--- src/rtl/ws2812_chain.sv ---
// WS2812B chain driver: double-buffered frame store, MSB-first serialiser, latch gap.
// Optional build macro WS2812_CHAIN_AUTOREFRESH_EN retransmits the shadow buffer continuously.
module ws2812_chain #(
    parameter int NUM_LEDS = 8,
    parameter int DATABITS = 24,
    parameter int CLKFREQ  = 10000000,
    localparam int AW      = (NUM_LEDS > 1) ? $clog2(NUM_LEDS) : 1
) (
    input  logic                clk,
    input  logic                rst_n,
    input  logic                wr_en,
    input  logic [AW-1:0]       wr_addr,
    input  logic [DATABITS-1:0] wr_data,
    input  logic                show_valid,
    output logic                show_ready,
    output logic                busy,
    output logic                frame_done,
    output logic                pin
);

    // Cycle counts rounded to nearest: floor(CLKFREQ * t + 0.5), t in units of 10 ns.
    localparam int T0H  = int'((64'(CLKFREQ) * 64'd35 + 64'd50_000_000) / 64'd100_000_000);
    localparam int T1H  = int'((64'(CLKFREQ) * 64'd70 + 64'd50_000_000) / 64'd100_000_000);
    localparam int T0L  = int'((64'(CLKFREQ) * 64'd80 + 64'd50_000_000) / 64'd100_000_000);
    localparam int T1L  = int'((64'(CLKFREQ) * 64'd60 + 64'd50_000_000) / 64'd100_000_000);
    localparam int TRES = int'((64'(CLKFREQ) + 64'd5_000) / 64'd10_000);
    localparam int CW   = $clog2(TRES + 1);
    localparam int BW   = (DATABITS > 1) ? $clog2(DATABITS) : 1;

    localparam logic [2:0] S_IDLE = 3'd0;
    localparam logic [2:0] S_LOAD = 3'd1;
    localparam logic [2:0] S_HIGH = 3'd2;
    localparam logic [2:0] S_LOW  = 3'd3;
    localparam logic [2:0] S_GAP  = 3'd4;

    if (T0H < 1 || T1H < 1 || T0L < 1 || T1L < 1 || TRES < 1) begin : g_timing_check
        $error("ws2812_chain: CLKFREQ too low to realise WS2812 pulse widths");
    end

    logic [DATABITS-1:0] r_shadow [NUM_LEDS];
    logic [DATABITS-1:0] r_active [NUM_LEDS];

    logic [2:0]          r_state;
    logic [CW-1:0]       r_cnt;
    logic [DATABITS-1:0] r_shift;
    logic [BW-1:0]       r_bit;
    logic [AW-1:0]       r_led;
    logic                r_pin;
    logic                r_frame_done;

    logic                w_req;
    logic                w_accept;
    logic                w_last_bit;
    logic                w_last_led;
    logic [AW-1:0]       w_led_next;
    logic [DATABITS-1:0] w_next_word;
    logic [DATABITS-1:0] w_shift_next;
    logic                w_next_msb;

`ifdef WS2812_CHAIN_AUTOREFRESH_EN
    assign w_req = show_valid | 1'b1;
`else
    assign w_req = show_valid;
`endif

    assign w_accept     = w_req && (r_state == S_IDLE);
    assign w_last_bit   = (r_bit == BW'(DATABITS - 1));
    assign w_last_led   = (r_led == AW'(NUM_LEDS - 1));
    assign w_led_next   = r_led + 1'b1;
    assign w_next_word  = r_active[w_led_next];
    assign w_shift_next = r_shift << 1;
    // The MSB of whatever goes out next selects the width of the coming high phase.
    assign w_next_msb   = w_last_bit ? w_next_word[DATABITS-1] : w_shift_next[DATABITS-1];

    function automatic logic [CW-1:0] high_cycles(input logic b);
        return b ? CW'(T1H - 1) : CW'(T0H - 1);
    endfunction

    function automatic logic [CW-1:0] low_cycles(input logic b);
        return b ? CW'(T1L - 1) : CW'(T0L - 1);
    endfunction

    // Shadow takes writes at any time; active snapshots the pre-write shadow on accept.
    always_ff @(posedge clk or negedge rst_n) begin
        if (!rst_n) begin
            for (int i = 0; i < NUM_LEDS; i++) begin
                r_shadow[i] <= '0;
                r_active[i] <= '0;
            end
        end else begin
            for (int i = 0; i < NUM_LEDS; i++) begin
                if (wr_en && (wr_addr == AW'(i))) begin
                    r_shadow[i] <= wr_data;
                end
                if (w_accept) begin
                    r_active[i] <= r_shadow[i];
                end
            end
        end
    end

    always_ff @(posedge clk or negedge rst_n) begin
        if (!rst_n) begin
            r_state      <= S_IDLE;
            r_cnt        <= '0;
            r_shift      <= '0;
            r_bit        <= '0;
            r_led        <= '0;
            r_pin        <= 1'b0;
            r_frame_done <= 1'b0;
        end else begin
            r_frame_done <= 1'b0;
            case (r_state)
                S_IDLE: begin
                    if (w_accept) begin
                        r_state <= S_LOAD;
                    end
                end
                S_LOAD: begin
                    r_shift <= r_active[0];
                    r_bit   <= '0;
                    r_led   <= '0;
                    r_pin   <= 1'b1;
                    r_cnt   <= high_cycles(r_active[0][DATABITS-1]);
                    r_state <= S_HIGH;
                end
                S_HIGH: begin
                    if (r_cnt == '0) begin
                        r_pin   <= 1'b0;
                        r_cnt   <= low_cycles(r_shift[DATABITS-1]);
                        r_state <= S_LOW;
                    end else begin
                        r_cnt <= r_cnt - 1'b1;
                    end
                end
                S_LOW: begin
                    if (r_cnt != '0) begin
                        r_cnt <= r_cnt - 1'b1;
                    end else if (w_last_bit && w_last_led) begin
                        r_cnt   <= CW'(TRES - 1);
                        r_state <= S_GAP;
                    end else begin
                        r_pin   <= 1'b1;
                        r_cnt   <= high_cycles(w_next_msb);
                        r_state <= S_HIGH;
                        if (w_last_bit) begin
                            r_shift <= w_next_word;
                            r_bit   <= '0;
                            r_led   <= w_led_next;
                        end else begin
                            r_shift <= w_shift_next;
                            r_bit   <= r_bit + 1'b1;
                        end
                    end
                end
                S_GAP: begin
                    if (r_cnt == '0) begin
                        r_state      <= S_IDLE;
                        r_frame_done <= 1'b1;
                    end else begin
                        r_cnt <= r_cnt - 1'b1;
                    end
                end
                default: begin
                    r_state <= S_IDLE;
                    r_pin   <= 1'b0;
                end
            endcase
        end
    end

    assign show_ready = (r_state == S_IDLE);
    assign busy       = (r_state != S_IDLE);
    assign frame_done = r_frame_done;
    assign pin        = r_pin;

endmodule

--- config.mk ---
export PLATFORM = sky130hd
export DESIGN_NAME = ws2812_chain
export DESIGN_NICKNAME = d
export VERILOG_FILES = /design/src/rtl/ws2812_chain.sv
export SDC_FILE = /design/constraint.sdc
export NUM_CORES = 1
export LEC_CHECK = 0
export BUFFER_PORTS_ARGS = -buffer_cell sky130_fd_sc_hd__buf_2
export CAP_MARGIN = 20
export CORE_MARGIN = 4
export CORE_UTILIZATION = 57
export CTS_CLUSTER_DIAMETER = 100
export CTS_CLUSTER_SIZE = 16
export DETAILED_ROUTE_END_ITERATION = 16
export PLACE_DENSITY = 0.88
export SLEW_MARGIN = 5
export SYNTH_ARGS = -nofsm -noshare
export SYNTH_HDL_FRONTEND = slang
export SYNTH_SLANG_ARGS = --single-unit
--- constraint.sdc ---
create_clock -name clk -period 2.5 [get_ports clk]
set_clock_uncertainty 0.2 [all_clocks]
set_input_delay 0.5 -clock clk [delete_from_list [all_inputs] [get_ports clk]]
set_output_delay 0.5 -clock clk [all_outputs]
set_load 0.005 [all_outputs]
; ---- Word level (Yosys, flattened, before mapping)
; Cells that the tools add are included.
[totals]
reg_bits = 431
output_inout_bits = 4
wordCells = 108
[classes]
n_addsub = 3
n_lt_le_gt_ge = 1
n_eq_ne = 20
n_mux = 36
bitwise_logic = 2
n_reduce_logical = 23
[op_table]
columns = operator, count
row1 = $mux 24, 5
row2 = $bmux 24 s3, 1
row3 = $pmux 24 s2, 1
row4 = $mux 10, 4
row5 = $pmux 10 s4, 1
row6 = $mux 3, 10
row7 = $eq 3x3->1 const B, 6
row8 = $mux 5, 3
row9 = $pmux 3 s5, 1
row10 = $eq 3x2->1 const B, 4
row11 = $ne 2x2->1 const B, 6
row12 = $reduce_and 4->1, 3
row13 = $logic_and 1x1->1, 10
row14 = $logic_not 10->1, 1
row15 = $pmux 5 s2, 1
row16 = $reduce_bool 10->1, 1
row17 = $sub 10x1->10 const B, 1
row18 = $eq 3x1->1 const B, 2
row19 = $logic_not 3->1, 2
row20 = $mux 1, 6
row21 = $pmux 3 s2, 1
row22 = $add 5x1->5 const B, 1
row23 = $eq 5x5->1 const B, 1
row24 = $ge 4x4->1 const B, 1
row25 = other kinds (12), 12

; ---- Logic depth before layout (Yosys ltp)
[depth]
ltp_word = 10
ltp_mapped = 9

; ---- Worst setup path before layout
; No wires, ideal clock.
[synth_timing]
kind = reg2reg
from = register r_cnt[0]
to = register r_shift[21]
setup_ns = 0.127
arrival_time_ns = 2.320
required_ns = 2.173
setup_slack_ns = -0.148
path_stages_with_launch = 8
n_path_buf = 1
synth_period_minus_slack_ns = 2.648
path_cell_list = dfrtp_1 inv_1 ha_1 or4b_4 a2111o_1 a21oi_4 buf_6 mux2_1
[synth_via]
elab_chain_len = 3
[synth_rtl]
columns = item, line_no
row1 = "start, declared", 44  ; logic [CW-1:0] r_cnt;
row2 = "start signal, assigned", 124  ; r_cnt <= high_cycles(r_active[0][DATABITS-1]);
row3 = "start signal, assigned", 130  ; r_cnt <= low_cycles(r_shift[DATABITS-1]);
row4 = "start signal, assigned", 133  ; r_cnt <= r_cnt - 1'b1;
row5 = $reduce_bool 10->1, 137  ; if (r_cnt != '0) begin
row6 = $ne 2x2->1 (no line), -
row7 = $reduce_and 3->1 (no line), -
row8 = "end signal, assigned", 120  ; r_shift <= r_active[0];
row9 = "end signal, assigned", 147  ; r_shift <= w_next_word;
row10 = "end signal, assigned", 151  ; r_shift <= w_shift_next;
row11 = "end, declared", 45  ; logic [DATABITS-1:0] r_shift;
; No other way between the ends.
; A chain may end at the register's enable or synchronous reset.

; ---- Worst setup path in the final report
[layout_timing]
from = register r_cnt[0]
to = register r_shift[2]
; Same word-level chain as after synthesis.

==> run_results.csv <==
group,metric,value,unit
grt,antenna_found_initial,0,
place,dp_hpwl,23800,um
sta,tightestPinTransition,0.538,ns
setup_path,rr_startpoint,"r_cnt[0]",
yosys,ys.warnings.count,0,
final_layout,layout.nets,1352,
setup_path,crit_path_start_kind,"register",
setup_path,crit_type,"reg -> reg",
place,pre_cts_ws,-0.0542,ns
setup_path,cp.depth,7,
floorplanning,dieArea,35400,um2
sta,fmax,391,MHz
place,port_buffers,34,
cts,cts_tree,"yes",
setup_path,rr_endpoint,"r_shift[2]",
floorplanning,num_rows,65,
place,place.gp.congestion,0.866,
power,p_leak,9.30,nW
setup_path,endpoint,"r_shift[2]",
setup_path,max_stage_delay,0.48,ns
final_layout,nFillCells,2139,
yosys,ys_ff_latch,431,
cts,cts_max_level,1,
floorplanning,initial_core_util,58.2,%
final_layout,synthToLayoutAreaGrowth,11.4,%
yosys,synthSimpleGateAreaFrac,3.80,%
setup_path,startpoint,"r_cnt[0]",
yosys,synth.area.mux_share,30.9,%
yosys,synth_area_leaders,"dfrtp_1, mux2_2, mux4_2, mux2i_1, clkbuf_1",
drt,dr.first_iter.drc_count,773,
cts,clock_path_buffers,3,
job,drv_cap,0,
yosys,yosys.area_share.adder,0.338,%
yosys,yosysTopAreaCell,"dfrtp_1",
yosys,yosysTopAreaCellShare,58.2,%
yosys,avgSynthCellArea,14.8,um2
drt,routed_via_density,6.19,
grt,gr-total-overflow,0,
yosys,synthFlopType,"dfrtp_1",
drt,detail_route.wl_per_cell,22.4,um
outcome,run_status,"complete, but fails checks",
cts,clkTransAtPathRegs,0.08,ns
grt,grt_max_degree,80,
setup_path,required,2.74,ns
hold_path,hold_class,"in -> reg",
yosys,syn_inst,1248,
grt,grt_usage,22.4,%
sta,finalCritPeriodShare,102,%
setup_path,r2r.worst_path.cells,7,
yosys,synthesis.area,18500,um2
setup_path,crit_chain,"inv_2 -> ha_4 -> or4b_4 -> a2111o_1 -> a21oi_4 -> buf_12 -> mux2_2",
cts,clock_latency,0.56,ns
yosys,synth_compound_area_share,4.36,%
drt,num_vias,10800,
setup_path,crit_family,"compound AO/OA/AOI/OAI gates",
yosys,synth_top_family_by_area,"multiplexers",
cts,clkSinkCount,431,
yosys,asyncSetResetFlopFracSynth,100,%
cts,clockRootBuffer,"clkbuf_16",
sta,period_minus_slack,2.56,ns
floorplanning,coreArea,31800,um2
power,max-vdd-ir-drop,0.447,mV
grt,grt_pass1_vias,11900,
setup_path,cp_slowest_cell,"or4b_4",
setup_path,cp.buffers_inverters,2,
yosys,synth_edf_count,0,
setup_path,rrSetupSlack,-0.06,ns
sta,finalHoldViolCount,0,
sta,whs,0.0859,ns
grt,grt_pass1_wl,64500,um
drt,drc,0,
setup_path,cp-end-kind,"register",
yosys,ys_seq_area_share,58.2,%
yosys,yosys.cell_types.count,55,
final_layout,utilization,64.8,%
final_layout,diodes,0,
cts,cts_made_buffers,30,
sta,rsz0062_at_grt,"true",
drt,drt_first_pass_iters,5,
floorplanning,io_pins,35,
outcome,violations,"setup timing",
setup_path,worstPathArrival,2.80,ns
power,p_per_area,651,nW/um2
yosys,synth-xor-area-share,0.142,%
drt,ant_nets,0,
sta,finalWorstSetupSlack,-0.0601,ns
final_layout,drive_gt1_share,46.3,%
sta,max_slew_margin,64.0,%
yosys,yosysMostFrequentCell,"dfrtp_1",
yosys,syn_nets,1284,
drt,drt-total-wl,39300,um
floorplanning,die_h,188,um
sta,setup_violations,17,
yosys,synth_commonest_cells,"dfrtp_1, mux2_2, clkbuf_1",
sta,maxSlewViolCount,0,
floorplanning,die_w,188,um
setup_path,critPathMaxFanout,11,
==> worst min path at each step <==
stage	startpoint	end	cells after the start
3_5_place_dp	rst_n	r_shadow[98]	1
6_report	wr_data[6]	r_shadow[6]	2
5_1_grt	wr_data[5]	r_shadow[29]	2
2_1_floorplan	rst_n	frame_done	0
4_1_cts	wr_data[6]	r_shadow[6]	2
3_3_place_gp	rst_n	r_shadow[98]	1
==> placed cells by master, fill, tap and decap left out, drive strengths merged, types with 4 or more instances in the layout <==
master,Yosys,routed
dfrtp,431,431
mux2,398,398
buf,37,117
mux4,42,42
o21ai,33,33
clkbuf,45,33
nand2,32,32
nor2,27,27
mux2i,26,26
a22oi,22,22
a21oi,22,22
nand3,19,19
a221oi,13,13
nor2b,12,12
nor3,12,12
inv,8,8
nand4b,5,5
a31oi,5,5
ha,5,5
nor4,4,4
o311ai,4,4
nor3b,4,4
==> report_power, final <==
part,total [W],internal (W),switching [W],leakage [nW]
registers,0.00801,0.00765,0.000354,5.62
logic,0.000996,0.000571,0.000425,3.30
clock network,0.00442,0.00219,0.00223,0.384
total,0.0134,0.0104,0.00301,9.30
==> kinds of logic after synthesis <==
logic type	after synthesis
muxes	466
DFF	431
and+or+nand+nor	135
AOI/OAI and AO/OA	118
buffers and inverters	90
adders and majority gates	5
xor gates and xnor gates	3
==> layout make-up <==
type / instances / area, um2 / area share, %
Inverter: 8 / 30.0 / 0.146
Sequential cell: 431 / 10800 / 52.3
Multi-Input combinational cell: 727 / 7390 / 35.8
Clock buffer: 33 / 783 / 3.80
Tap cell: 435 / 544 / 2.64
Timing Repair Buffer: 118 / 1080 / 5.25
==> state kept, by name (all words and copies together) (netlist names) <==
register,count
r_bit,5
r_shadow,192
r_shift,24
frame_done,1
r_active,192
r_cnt,10
r_led,3
pin,1
r_state,3
==> per-layer routing <==
layer | part of all wire, % | vias up | wire, um | GRT usage (%)
met2 | 51 | 267 | 20200 | 38.3
met1 | 42 | 5791 | 16600 | 30.5
li1 | - | 4710 | - | -
met3 | 4.3 | 70 | 1690 | 2.98
met5 | 0 | - | 0 | 0
met4 | 2.1 | 0 | 835 | 6.13
==> what timing repair did <==
action	in CTS	in global routing
pin swaps	1	0
setup endpoints to repair	17	31
hold buffers	1	0
hold endpoints to repair	50	0
buffers inserted	4	1
gates resized for setup	1	8
==> metrics by stage <==
stage               cells  power [W]  cell area, um2  setup TNS [ns]
finish               1752     0.0134           20600          -0.487
floorplan            1248    0.00864           18500          -0.441
CTS                  1751     0.0135           20600          -0.245
detailed placement   1713    0.00912           19800          -0.338
global placement     1713    0.00897           19800         -0.0440
global route         1752     0.0140           20600           -1.89
(Power assumes the default switching activity.)
